`config.mk`:
```
export PLATFORM = sky130hd
export DESIGN_NAME = mire_writer_flat
export DESIGN_NICKNAME = d
export VERILOG_FILES = /design/src/rtl/mire_pkg.sv /design/src/rtl/wshb_if.sv /design/src/rtl/mire_pattern.sv /design/src/rtl/mire_writer.sv /design/src/flat_wrapper.sv
export SDC_FILE = /design/constraint.sdc
export NUM_CORES = 1
export LEC_CHECK = 0
export CAP_MARGIN = 20
export CORE_MARGIN = 10
export CORE_UTILIZATION = 50
export DETAILED_ROUTE_END_ITERATION = 10
export PLACE_DENSITY = 0.79
export SLEW_MARGIN = 20
export SYNTH_ARGS = -nofsm -noshare
export SYNTH_HDL_FRONTEND = slang
export SYNTH_HIERARCHICAL = 1
export SYNTH_SLANG_ARGS = --single-unit
export TNS_END_PERCENT = 10
```
`constraint.sdc`:
```
create_clock -name clk -period 3.5 [get_ports clk]
set_clock_uncertainty 0.05 [all_clocks]
set_input_delay 0.7 -clock clk [delete_from_list [all_inputs] [get_ports clk]]
set_output_delay 0.7 -clock clk [all_outputs]
set_load 0.01 [all_outputs]
```
`src/rtl/mire_pkg.sv`:
```
// Shared definitions for the test-pattern ("mire") SDRAM writer.
//   state_e      : writer FSM states
//   PAT_*        : 2-bit pattern select codes
//   BAR_*        : the eight colour-bar colours, left to right
//   bar_color()  : maps a 3-bit bar index to its colour
package mire_pkg;

  typedef enum logic [1:0] {
    ST_IDLE    = 2'd0,
    ST_WRITE   = 2'd1,
    ST_RELEASE = 2'd2
  } state_e;

  localparam logic [1:0] PAT_GRID  = 2'd0;
  localparam logic [1:0] PAT_BARS  = 2'd1;
  localparam logic [1:0] PAT_GRAD  = 2'd2;
  localparam logic [1:0] PAT_BLACK = 2'd3;

  localparam logic [23:0] BAR_0 = 24'hFFFFFF;
  localparam logic [23:0] BAR_1 = 24'hFFFF00;
  localparam logic [23:0] BAR_2 = 24'h00FFFF;
  localparam logic [23:0] BAR_3 = 24'h00FF00;
  localparam logic [23:0] BAR_4 = 24'hFF00FF;
  localparam logic [23:0] BAR_5 = 24'hFF0000;
  localparam logic [23:0] BAR_6 = 24'h0000FF;
  localparam logic [23:0] BAR_7 = 24'h000000;

  function automatic logic [23:0] bar_color(input logic [2:0] idx);
    logic [23:0] c;
    case (idx)
      3'd0:    c = BAR_0;
      3'd1:    c = BAR_1;
      3'd2:    c = BAR_2;
      3'd3:    c = BAR_3;
      3'd4:    c = BAR_4;
      3'd5:    c = BAR_5;
      3'd6:    c = BAR_6;
      default: c = BAR_7;
    endcase
    return c;
  endfunction

endpackage

```
`src/rtl/wshb_if.sv`:
```
// Wishbone (pipelined-less, classic) bus bundle with its clock and reset.
//   clk, rst : bus clock and synchronous active-high reset
//   master   : drives adr, dat_ms, sel, we, stb, cyc, cti, bte; receives ack, dat_sm
//   slave    : the mirror view
interface wshb_if (
  input logic clk,
  input logic rst
);
  logic [31:0] adr;
  logic [31:0] dat_ms;
  logic [31:0] dat_sm;
  logic [3:0]  sel;
  logic        we;
  logic        stb;
  logic        cyc;
  logic        ack;
  logic [2:0]  cti;
  logic [1:0]  bte;

  modport master (
    input  clk, rst, ack, dat_sm,
    output adr, dat_ms, sel, we, stb, cyc, cti, bte
  );

  modport slave (
    input  clk, rst, adr, dat_ms, sel, we, stb, cyc, cti, bte,
    output ack, dat_sm
  );
endinterface

```
`src/rtl/mire_pattern.sv`:
```
// Pixel-position tracker and registered RGB generator for the mire writer.
//   clk_i, rst_i   : clock, synchronous active-high reset
//   advance_i      : step to the next pixel in raster order
//   restart_i      : jump to pixel (0,0) and latch pattern_sel_i
//   pattern_sel_i  : pattern code, only looked at on restart_i
//   rgb_o          : colour of the current pixel, registered
module mire_pattern
  import mire_pkg::*;
#(
  parameter int HDISP = 800,
  parameter int VDISP = 480
) (
  input  logic        clk_i,
  input  logic        rst_i,
  input  logic        advance_i,
  input  logic        restart_i,
  input  logic [1:0]  pattern_sel_i,
  output logic [23:0] rgb_o
);

  // x keeps at least 10 bits so the gradient slice x[9:2] always exists;
  // y keeps at least 4 bits for the grid test on y[3:0].
  localparam int X_W   = ($clog2(HDISP) > 10) ? $clog2(HDISP) : 10;
  localparam int Y_W   = ($clog2(VDISP) > 4) ? $clog2(VDISP) : 4;
  localparam int BAR_W = HDISP / 8;
  localparam int SEG_W = ($clog2(BAR_W) > 1) ? $clog2(BAR_W) : 1;

  localparam logic [X_W-1:0]   X_LAST   = X_W'(HDISP - 1);
  localparam logic [Y_W-1:0]   Y_LAST   = Y_W'(VDISP - 1);
  localparam logic [SEG_W-1:0] SEG_LAST = SEG_W'(BAR_W - 1);

  logic [X_W-1:0]   x_q, x_d;
  logic [Y_W-1:0]   y_q, y_d;
  logic [SEG_W-1:0] seg_q, seg_d;
  logic [2:0]       bar_q, bar_d;
  logic [1:0]       pat_q, pat_d;
  logic [23:0]      rgb_q, rgb_d;

  function automatic logic [23:0] pixel_rgb(input logic [1:0]     pat,
                                            input logic [X_W-1:0] x,
                                            input logic [Y_W-1:0] y,
                                            input logic [2:0]     bar);
    logic [23:0] c;
    case (pat)
      PAT_GRID: c = ((x[3:0] == 4'd0) || (y[3:0] == 4'd0)) ? 24'hFFFFFF : 24'h000000;
      PAT_BARS: c = bar_color(bar);
      PAT_GRAD: c = {x[9:2], x[9:2], x[9:2]};
      default:  c = 24'h000000;
    endcase
    return c;
  endfunction

  always_comb begin
    x_d   = x_q;
    y_d   = y_q;
    seg_d = seg_q;
    bar_d = bar_q;
    pat_d = pat_q;
    if (restart_i) begin
      x_d   = '0;
      y_d   = '0;
      seg_d = '0;
      bar_d = '0;
      pat_d = pattern_sel_i;
    end else if (advance_i) begin
      if (x_q == X_LAST) begin
        x_d   = '0;
        seg_d = '0;
        bar_d = '0;
        y_d   = (y_q == Y_LAST) ? '0 : y_q + 1'b1;
      end else begin
        x_d = x_q + 1'b1;
        // Bar index steps every BAR_W pixels; it saturates at 7 so a line
        // width that is not a multiple of 8 just widens the last bar.
        if (seg_q == SEG_LAST) begin
          seg_d = '0;
          if (bar_q != 3'd7) bar_d = bar_q + 1'b1;
        end else begin
          seg_d = seg_q + 1'b1;
        end
      end
    end
    // Colour is computed from the next position so it lands in the register
    // together with the address it belongs to.
    rgb_d = pixel_rgb(pat_d, x_d, y_d, bar_d);
  end

  always_ff @(posedge clk_i) begin
    if (rst_i) begin
      x_q   <= '0;
      y_q   <= '0;
      seg_q <= '0;
      bar_q <= '0;
      pat_q <= PAT_GRID;
    end else begin
      x_q   <= x_d;
      y_q   <= y_d;
      seg_q <= seg_d;
      bar_q <= bar_d;
      pat_q <= pat_d;
    end
  end

  always_ff @(posedge clk_i) begin
    rgb_q <= rgb_d;
  end

  assign rgb_o = rgb_q;

endmodule

```
`src/rtl/mire_writer.sv`:
```
// Test-pattern writer: streams HDISP*VDISP 32-bit pixels into memory over a
// Wishbone master, raster order, pixel i at byte address 4*i, forever.
// The bus is released for one cycle after every BURST_LEN acknowledged writes.
//   wshb_ifm    : Wishbone master (carries clk and rst)
//   pattern_sel : pattern code, taken at each frame start
//   frame_done  : one-cycle pulse following the ack of a frame's last pixel
//   frame_cnt   : completed frames, wrapping
module mire_writer
  import mire_pkg::*;
#(
  parameter int HDISP     = 800,
  parameter int VDISP     = 480,
  parameter int BURST_LEN = 64
) (
  wshb_if.master      wshb_ifm,
  input  logic [1:0]  pattern_sel,
  output logic        frame_done,
  output logic [15:0] frame_cnt
);

  localparam int              TOTAL      = HDISP * VDISP;
  localparam logic [29:0]     PIX_LAST   = 30'(TOTAL - 1);
  localparam int              BW         = $clog2(BURST_LEN + 1);
  localparam logic [BW-1:0]   BURST_LAST = BW'(BURST_LEN - 1);

  state_e         state_q, state_d;
  logic [29:0]    pix_q, pix_d;
  logic [BW-1:0]  burst_q, burst_d;
  logic [15:0]    fcnt_q, fcnt_d;
  logic           fdone_q, fdone_d;
  logic           bus_act;
  logic           advance;
  logic           restart;
  logic [23:0]    rgb;
  logic           unused_dat_sm;

  assign unused_dat_sm = ^wshb_ifm.dat_sm;

  mire_pattern #(
    .HDISP(HDISP),
    .VDISP(VDISP)
  ) u_pattern (
    .clk_i        (wshb_ifm.clk),
    .rst_i        (wshb_ifm.rst),
    .advance_i    (advance),
    .restart_i    (restart),
    .pattern_sel_i(pattern_sel),
    .rgb_o        (rgb)
  );

  always_comb begin
    state_d = state_q;
    pix_d   = pix_q;
    burst_d = burst_q;
    fcnt_d  = fcnt_q;
    fdone_d = 1'b0;
    bus_act = 1'b0;
    advance = 1'b0;
    restart = 1'b0;
    case (state_q)
      ST_IDLE: begin
        restart = 1'b1;
        state_d = ST_WRITE;
      end
      ST_WRITE: begin
        bus_act = 1'b1;
        if (wshb_ifm.ack) begin
          burst_d = burst_q + 1'b1;
          if (pix_q == PIX_LAST) begin
            pix_d   = '0;
            restart = 1'b1;
            fdone_d = 1'b1;
            fcnt_d  = fcnt_q + 16'd1;
          end else begin
            pix_d   = pix_q + 1'b1;
            advance = 1'b1;
          end
          // Frame wrap above and the tenure end here are independent.
          if (burst_q == BURST_LAST) state_d = ST_RELEASE;
        end
      end
      ST_RELEASE: begin
        burst_d = '0;
        state_d = ST_WRITE;
      end
      default: state_d = ST_IDLE;
    endcase
  end

  always_ff @(posedge wshb_ifm.clk) begin
    if (wshb_ifm.rst) begin
      state_q <= ST_IDLE;
      pix_q   <= '0;
      burst_q <= '0;
      fcnt_q  <= '0;
      fdone_q <= 1'b0;
    end else begin
      state_q <= state_d;
      pix_q   <= pix_d;
      burst_q <= burst_d;
      fcnt_q  <= fcnt_d;
      fdone_q <= fdone_d;
    end
  end

  // cyc/stb come straight from the state register, so reset drops them on
  // the same edge it is sampled.
  assign wshb_ifm.cyc    = bus_act;
  assign wshb_ifm.stb    = bus_act;
  assign wshb_ifm.adr    = {pix_q, 2'b00};
  assign wshb_ifm.dat_ms = {8'h00, rgb};
  assign wshb_ifm.we     = 1'b1;
  assign wshb_ifm.sel    = 4'b1111;
  assign wshb_ifm.cti    = 3'b000;
  assign wshb_ifm.bte    = 2'b00;

  assign frame_done = fdone_q;
  assign frame_cnt  = fcnt_q;

endmodule
```
`src/flat_wrapper.sv`:
```
// flat-port wrapper written by rule: the top's interface ports become plain ports
module mire_writer_flat import mire_pkg::*;
#(
  parameter int HDISP     = 800,
  parameter int VDISP     = 480,
  parameter int BURST_LEN = 64
)
  (pattern_sel, frame_done, frame_cnt, clk, rst, wshb_ifm_ack, wshb_ifm_dat_sm, wshb_ifm_adr, wshb_ifm_dat_ms, wshb_ifm_sel, wshb_ifm_we, wshb_ifm_stb, wshb_ifm_cyc, wshb_ifm_cti, wshb_ifm_bte);
  wshb_if wshb_ifm_i (.clk(clk), .rst(rst));
  input  logic [1:0] pattern_sel;
  output logic frame_done;
  output logic [15:0] frame_cnt;
  input wire logic clk;
  input wire logic rst;
  input wire logic [$bits(wshb_ifm_i.ack)-1:0] wshb_ifm_ack;
  input wire logic [$bits(wshb_ifm_i.dat_sm)-1:0] wshb_ifm_dat_sm;
  output wire logic [$bits(wshb_ifm_i.adr)-1:0] wshb_ifm_adr;
  output wire logic [$bits(wshb_ifm_i.dat_ms)-1:0] wshb_ifm_dat_ms;
  output wire logic [$bits(wshb_ifm_i.sel)-1:0] wshb_ifm_sel;
  output wire logic [$bits(wshb_ifm_i.we)-1:0] wshb_ifm_we;
  output wire logic [$bits(wshb_ifm_i.stb)-1:0] wshb_ifm_stb;
  output wire logic [$bits(wshb_ifm_i.cyc)-1:0] wshb_ifm_cyc;
  output wire logic [$bits(wshb_ifm_i.cti)-1:0] wshb_ifm_cti;
  output wire logic [$bits(wshb_ifm_i.bte)-1:0] wshb_ifm_bte;
  assign wshb_ifm_i.ack = wshb_ifm_ack;
  assign wshb_ifm_i.dat_sm = wshb_ifm_dat_sm;
  assign wshb_ifm_adr = wshb_ifm_i.adr;
  assign wshb_ifm_dat_ms = wshb_ifm_i.dat_ms;
  assign wshb_ifm_sel = wshb_ifm_i.sel;
  assign wshb_ifm_we = wshb_ifm_i.we;
  assign wshb_ifm_stb = wshb_ifm_i.stb;
  assign wshb_ifm_cyc = wshb_ifm_i.cyc;
  assign wshb_ifm_cti = wshb_ifm_i.cti;
  assign wshb_ifm_bte = wshb_ifm_i.bte;
  mire_writer #(.HDISP(HDISP), .VDISP(VDISP), .BURST_LEN(BURST_LEN)) u_core (.wshb_ifm(wshb_ifm_i), .pattern_sel(pattern_sel), .frame_done(frame_done), .frame_cnt(frame_cnt));
endmodule
```
# Word-level counts from Yosys, hierarchy flattened
# Index checks and enable logic that the tools add are counted.
[totals] reg_bits=111 latchBits=0 ram_bits=0 mem_bits_ro=0 input_bits=37 out_inout_bits=93 word_cells=84 n_memories=0
[op_classes] n_addsub=7 n_mul=0 n_div=0 n_lt_le_gt_ge=0 n_eq_ne=18 shifts=0 n_mux=31 bitwise=1 reduce_logical=15
[ops] cell="$pmux 24 s7" n=1
[ops] cell="$pmux 24 s3" n=1
[ops] cell="$add 30x1->30 const B" n=1
[ops] cell="$eq 30x19->1 const B" n=1
[ops] cell="$mux 10" n=3
[ops] cell="$mux 30" n=1
[ops] cell="$mux 24" n=1
[ops] cell="$mux 7" n=3
[ops] cell="$add 16x1->16 const B" n=1
[ops] cell="$mux 3" n=5
[ops] cell="$add 7x1->7 const B" n=2
[ops] cell="$pmux 7 s2" n=1
[ops] cell="$mux 4" n=3
[ops] cell="$add 10x1->10 const B" n=1
[ops] cell="$eq 10x10->1 const B" n=1
[ops] cell="$add 9x1->9 const B" n=1
[ops] cell="$eq 3x3->1 const B" n=3
[ops] cell="$eq 9x9->1 const B" n=1
[ops] cell="$mux 9" n=1
[ops] cell="$logic_not 4->1" n=2
[ops] cell="$reduce_and 2->1" n=4
[ops] cell="$eq 7x6->1 const B" n=1
[ops] cell="$eq 7x7->1 const B" n=1
[ops] cell="$eq 3x2->1 const B" n=2
[ops] cell="other kinds (18)" n=30

# Logic depth before layout (Yosys ltp)
[logic_depth] depth_word=10 depth_mapped=13 mapped_depth_nobuf=11

# Modules after synthesis
# The synthesis kept the hierarchy.
[modules_own_cells] mod="mire_writer" n_inst=1 cells_each=335 area_each_um2=2836.5 seq_area_each_um2=1121.1
[modules_own_cells] mod="mire_pattern" n_inst=1 cells_each=255 area_each_um2=2423.6 seq_area_each_um2=1101.1

# Least setup slack after synthesis
# OpenSTA, ideal clock, no wires.
[synth_timing] path_kind="register to register" start="register u_core.pix_q[0]" end="register u_core.u_pattern.rgb_q[22] (netlist: u_core/u_pattern/rgb_o[22])" setup_ns=0.143 arrival_time_ns=2.648 required_ns=3.307 slack_ns=0.659 stages_incl_launch_ff=13 path_buffers=2 period_less_slack_ns=2.841 cell_sequence="dfxtp_1 -> ha_1 -> and3_1 -> and4_1 -> buf_2 -> a21oi_1 -> clkbuf_1 -> nand2_1 -> nor2_1 -> nand3_1 -> xnor2_1 -> a211oi_1 -> nand3_1"
[synth_between] elab_chain_cells=10 word_cells_on_any_way=30 classes_between="eq/ne: 9; mux: 16; reduce/logical: 5"
[synth_rtl] item="start, declared" line="mire_writer.sv:27" text="logic [29:0] pix_q, pix_d;"
[synth_rtl] item="start signal, assigned" line="mire_writer.sv:99" text="pix_q <= pix_d;"
[synth_rtl] item="$eq 30x19->1 *" line="mire_writer.sv:69" text="if (pix_q == PIX_LAST) begin"
[synth_rtl] item="$mux 1 *" line="mire_writer.sv:69"
[synth_rtl] item="$mux 1 *" line="mire_writer.sv:67" text="if (wshb_ifm.ack) begin"
[synth_rtl] item="$mux 1 *" line="mire_writer.sv:60" text="case (state_q)"
[synth_rtl] item="named net u_core.advance" line="mire_writer.sv:32" text="logic advance;"
[synth_rtl] item="branches (longest 5 deep; another with $pmux 24 s7)"
[synth_rtl] item="$pmux 24 s3 *" line="mire_pattern.sv:44" text="case (pat)"
[synth_rtl] item="named net u_core.u_pattern.rgb_d[22]" line="mire_pattern.sv:37" text="logic [23:0] rgb_q, rgb_d;"
[synth_rtl] item="end signal, assigned" line="mire_pattern.sv:105" text="rgb_q <= rgb_d;"
[synth_rtl] item="end, declared" line="mire_pattern.sv:37"
# Mark *: on every way through the listed nets, which the timed path passes.
# A chain may end at the register's enable or synchronous reset.

# Worst setup path after layout
[layout_timing] start="register u_core.pix_q[0]" end="register u_core.u_pattern.rgb_q[9] (netlist: u_core/u_pattern/rgb_o[9])"
[layout_between] word_cells_on_any_way=30 classes_between="eq/ne: 9; mux: 16; reduce/logical: 5"
[layout_lines] item="$eq 30x19->1 *" line="mire_writer.sv:69"
[layout_lines] item="$mux 1 *" line="mire_writer.sv:69"
[layout_lines] item="$mux 1 *" line="mire_writer.sv:67"
[layout_lines] item="$pmux 1 s2 *" line="mire_writer.sv:60"
[layout_lines] item="named net u_core.restart" line="mire_writer.sv:33" text="logic restart;"
[layout_lines] item="branches (longest 4 deep; another with $pmux 24 s7)"
[layout_lines] item="$pmux 24 s3 *" line="mire_pattern.sv:44"
[layout_lines] item="named net u_core.u_pattern.rgb_d[9]" line="mire_pattern.sv:37"
# Marks and branches as above.

==> reports/results.txt <==
reg-to-reg endpoint -> u_core/u_pattern/rgb_o[9]$_DFF_P_
max incr delay on CP -> 460 ps
Yosys top cell by area -> dfxtp_1
placer congestion estimate -> 0.8726
status -> complete, no violations
Clock Power Share -> 0.332
async set-reset flop share out of synthesis -> 0
final period demand of the worst path -> 3004 ps
synth-to-layout area growth -> 19.48%
r2r setup slk -> 500 ps
first-pass GRT wire length -> 20.12 mm
max-cap viol count -> 0
maximum VDD drop -> 0.3033 mV
area of the mapped netlist -> 0.005260 mm^2
Num CTS Buffers -> 9
family with the most delay on the worst path -> simple AND/OR/NAND/NOR gates
post-synthesis average cell area -> 8.915 um^2
CTS H-tree lvls -> 3
crit start category -> flop
Avg Vias per Cell -> 5.471
post-route cell area -> 0.006285 mm^2
most common cell in the synthesized netlist -> dfxtp_1
WP data arrival -> 3250 ps
Seq pwr share -> 0.569
top_reg_cell synth -> dfxtp_1
total track usage -> 0.1594
Multi-input gate area -> 0.002795 mm^2
critical path endpoint -> u_core/u_pattern/rgb_o[9]$_DFF_P_
LEAKAGE -> 2.314 nW
n_diodes -> 0
crit share post-route -> 0.8584
pwr/cell area -> 369.2 mW/mm^2
Detailed Route WL -> 12.36 mm
CP Depth -> 11
Worst R2R Start -> u_core/pix_q[0]$_SDFFE_PP0P_
Boundary Pins -> 130
Worst Hold Margin -> 427.1 ps
worst slew pin tran -> 745.7 ps
Critical path origin -> u_core/pix_q[0]$_SDFFE_PP0P_
routed len/inst -> 15.32 um
clk buf depth -> 2
Cells after Synth -> 590
Hold Buf Count CTS -> 0
Post-synth EDFFs -> 0
post-synth top area share -> 0.4225
largest net degree at the start of global routing -> 33
P_sw -> 0.5595 mW
Pins Over Slew Limit -> 0
TNS Setup -> 0 ps
hpwl dp -> 9.273 mm
Syn. warnings -> 6
Initial Utilization -> 0.5118
RSZ-0062 raised after global routing -> false
std cell rows -> 37
crit-path max FO -> 16
dpl cells -> 791
critical-path cell list -> ha_1 -> and3_1 -> and4_1 -> nand3_1 -> a21oi_1 -> nor3b_2 -> nor2_1 -> or4_1 -> o21ai_4 -> nand2_4 -> nand3_1
Port Buffers -> 77
DRT antenna net count -> 0
WP buf/inv -> 0
Setup Buffers After CTS -> 0
CP Capture Type -> flop
layout cell share with drive strength beyond 1 -> 0.08048
Hold WC Path Type -> flop to flop
P_int -> 1.761 mW
final hold violation count -> 0
CP Class -> flop to flop
WP data required -> 3750 ps
die height -> 122.6 um
post-synthesis sequential area ratio -> 0.4225
Die X -> 122.6 um
TritonCTS clock tree -> done
Root Buffer -> clkbuf_8
post-route DRC violation count -> 0
initial antenna violation count -> 0
Sw Share -> 0.2411
distinct cell type count after synthesis -> 65
register area -> 0.002222 mm^2
main area contributors after synthesis -> dfxtp_1 (42%), nor2_1 (5.4%), xor2_1 (5.0%)
fin cells -> 807
vias -> 4,415
final-layout fill cell count -> 897
1st-iter DRT viols -> 398
worst skew pair latency -> 370 ps
final core utilization -> 0.6115
Max Freq -> 332.9 MHz
Crit path top cell by count -> nand3_1
slew margin rel. -> 0.5021
vias in the first global route -> 4,322
Post-synth top cells -> dfxtp_1 (111), nor2_1 (76), nand2_1 (46)
GRT overflow -> 0
critical path's slowest cell -> dfxtp_1
clock tree sinks -> 111
Nets -> 710
Seq cells post-synth -> 111
placed cell area -> 0.006086 mm^2
post-CTS sizing -> 0
worst reg2reg path depth -> 11
die area -> 0.01502 mm^2
Pre-antenna DRT Iters -> 6
Gate power share -> 0.099
final number of setup-violating endpoints -> 0
Worst-path clk slew -> 100 ps
Core Footprint -> 0.01028 mm^2
## cell type report
cell class                 instances  area share
sequential                       111      0.3536
multi-input combinational        444      0.4448
clock inverter                     4    0.008561
clock buffer                      12     0.02309
timing repair buffer              88      0.1358
tap                              136     0.02708
inverter                          12    0.007167
## cells in the final DEF, fill, tap and decap left out, drive strengths merged, types with 20 or more instances in the layout
master / instances
dfxtp: 111
a21oi: 36
nand2: 48
clkdlybuf4s50: 77
nand3: 41
xor2: 30
nand4: 24
xnor2: 25
nor2: 76
conb: 20
## routing by layer
| metal | track usage | share of wire | up-vias |
|---|---|---|---|
| met3 | 0.03857 | 0.062 | 9 |
| met5 | 0 | 0 | - |
| met4 | 0.04124 | 0.0086 | 0 |
| li1 | - | - | 2177 |
| met2 | 0.2998 | 0.53 | 122 |
| met1 | 0.1744 | 0.40 | 2107 |
## power by group through the flow
| stage | clock (mW) | sequential, mW | combinational (mW) |
|---|---|---|---|
| 2_1_floorplan | 0 | 1.37 | 0.117 |
| 3_3_place_gp | 0 | 1.35 | 0.225 |
| 3_5_place_dp | 0 | 1.35 | 0.229 |
| 4_1_cts | 0.797 | 1.32 | 0.230 |
| 5_1_grt | 0.835 | 1.33 | 0.248 |
| 6_report | 0.771 | 1.32 | 0.229 |
## sequential cells by signal, summed over array words and instances (netlist names)
signal                  count
u_core/pix_q               30
u_core/u_pattern/rgb_o     24
u_core/frame_cnt           16
u_core/u_pattern/x_q       10
u_core/u_pattern/y_q        9
u_core/burst_q              7
u_core/u_pattern/seg_q      7
u_core/u_pattern/bar_q      3
u_core/state_q              2
u_core/u_pattern/pat_q      2
u_core/frame_done           1
## kinds of logic (layout without fill, tap and decap cells)
| kind of cell | Yosys count | in the layout | synth area share |
|---|---|---|---|
| flip-flops | 111 | 111 | 0.4225 |
| other | 2 | 20 | 0.001428 |
| AO/OA/AOI/OAI | 72 | 72 | 0.09420 |
| buffers and inverters | 53 | 116 | 0.05899 |
| XOR/XNOR | 55 | 55 | 0.09158 |
| multiplexers | 6 | 6 | 0.01142 |
| AND/OR/NAND/NOR | 284 | 284 | 0.3033 |
| adder cells (fa/ha/maj) | 7 | 7 | 0.01665 |
## how the worst min path moves through the flow
stage / start / to / slack, ps / depth (start not counted)
finish: u_core/burst_q[6]$_SDFFE_PP0P_ / u_core/state_q[1]$_SDFFE_PP0P_ / 430 / 1
global route: u_core/burst_q[6]$_SDFFE_PP0P_ / u_core/state_q[1]$_SDFFE_PP0P_ / 440 / 1
floorplan: u_core/burst_q[6]$_SDFFE_PP0P_ / u_core/state_q[1]$_SDFFE_PP0P_ / 390 / 1
detailed placement: u_core/burst_q[6]$_SDFFE_PP0P_ / u_core/state_q[1]$_SDFFE_PP0P_ / 420 / 1
global placement: u_core/burst_q[6]$_SDFFE_PP0P_ / u_core/state_q[1]$_SDFFE_PP0P_ / 400 / 1
CTS: u_core/burst_q[6]$_SDFFE_PP0P_ / u_core/state_q[1]$_SDFFE_PP0P_ / 430 / 1
## through the flow
step	setup WS, ps	power (mW)
floorplan	659.1	1.483
global placement	317.8	1.574
detailed placement	301.6	1.579
CTS	518.8	2.348
global route	277.0	2.409
finish	495.7	2.321
Note: power is estimated with default switching activity, not from simulation.
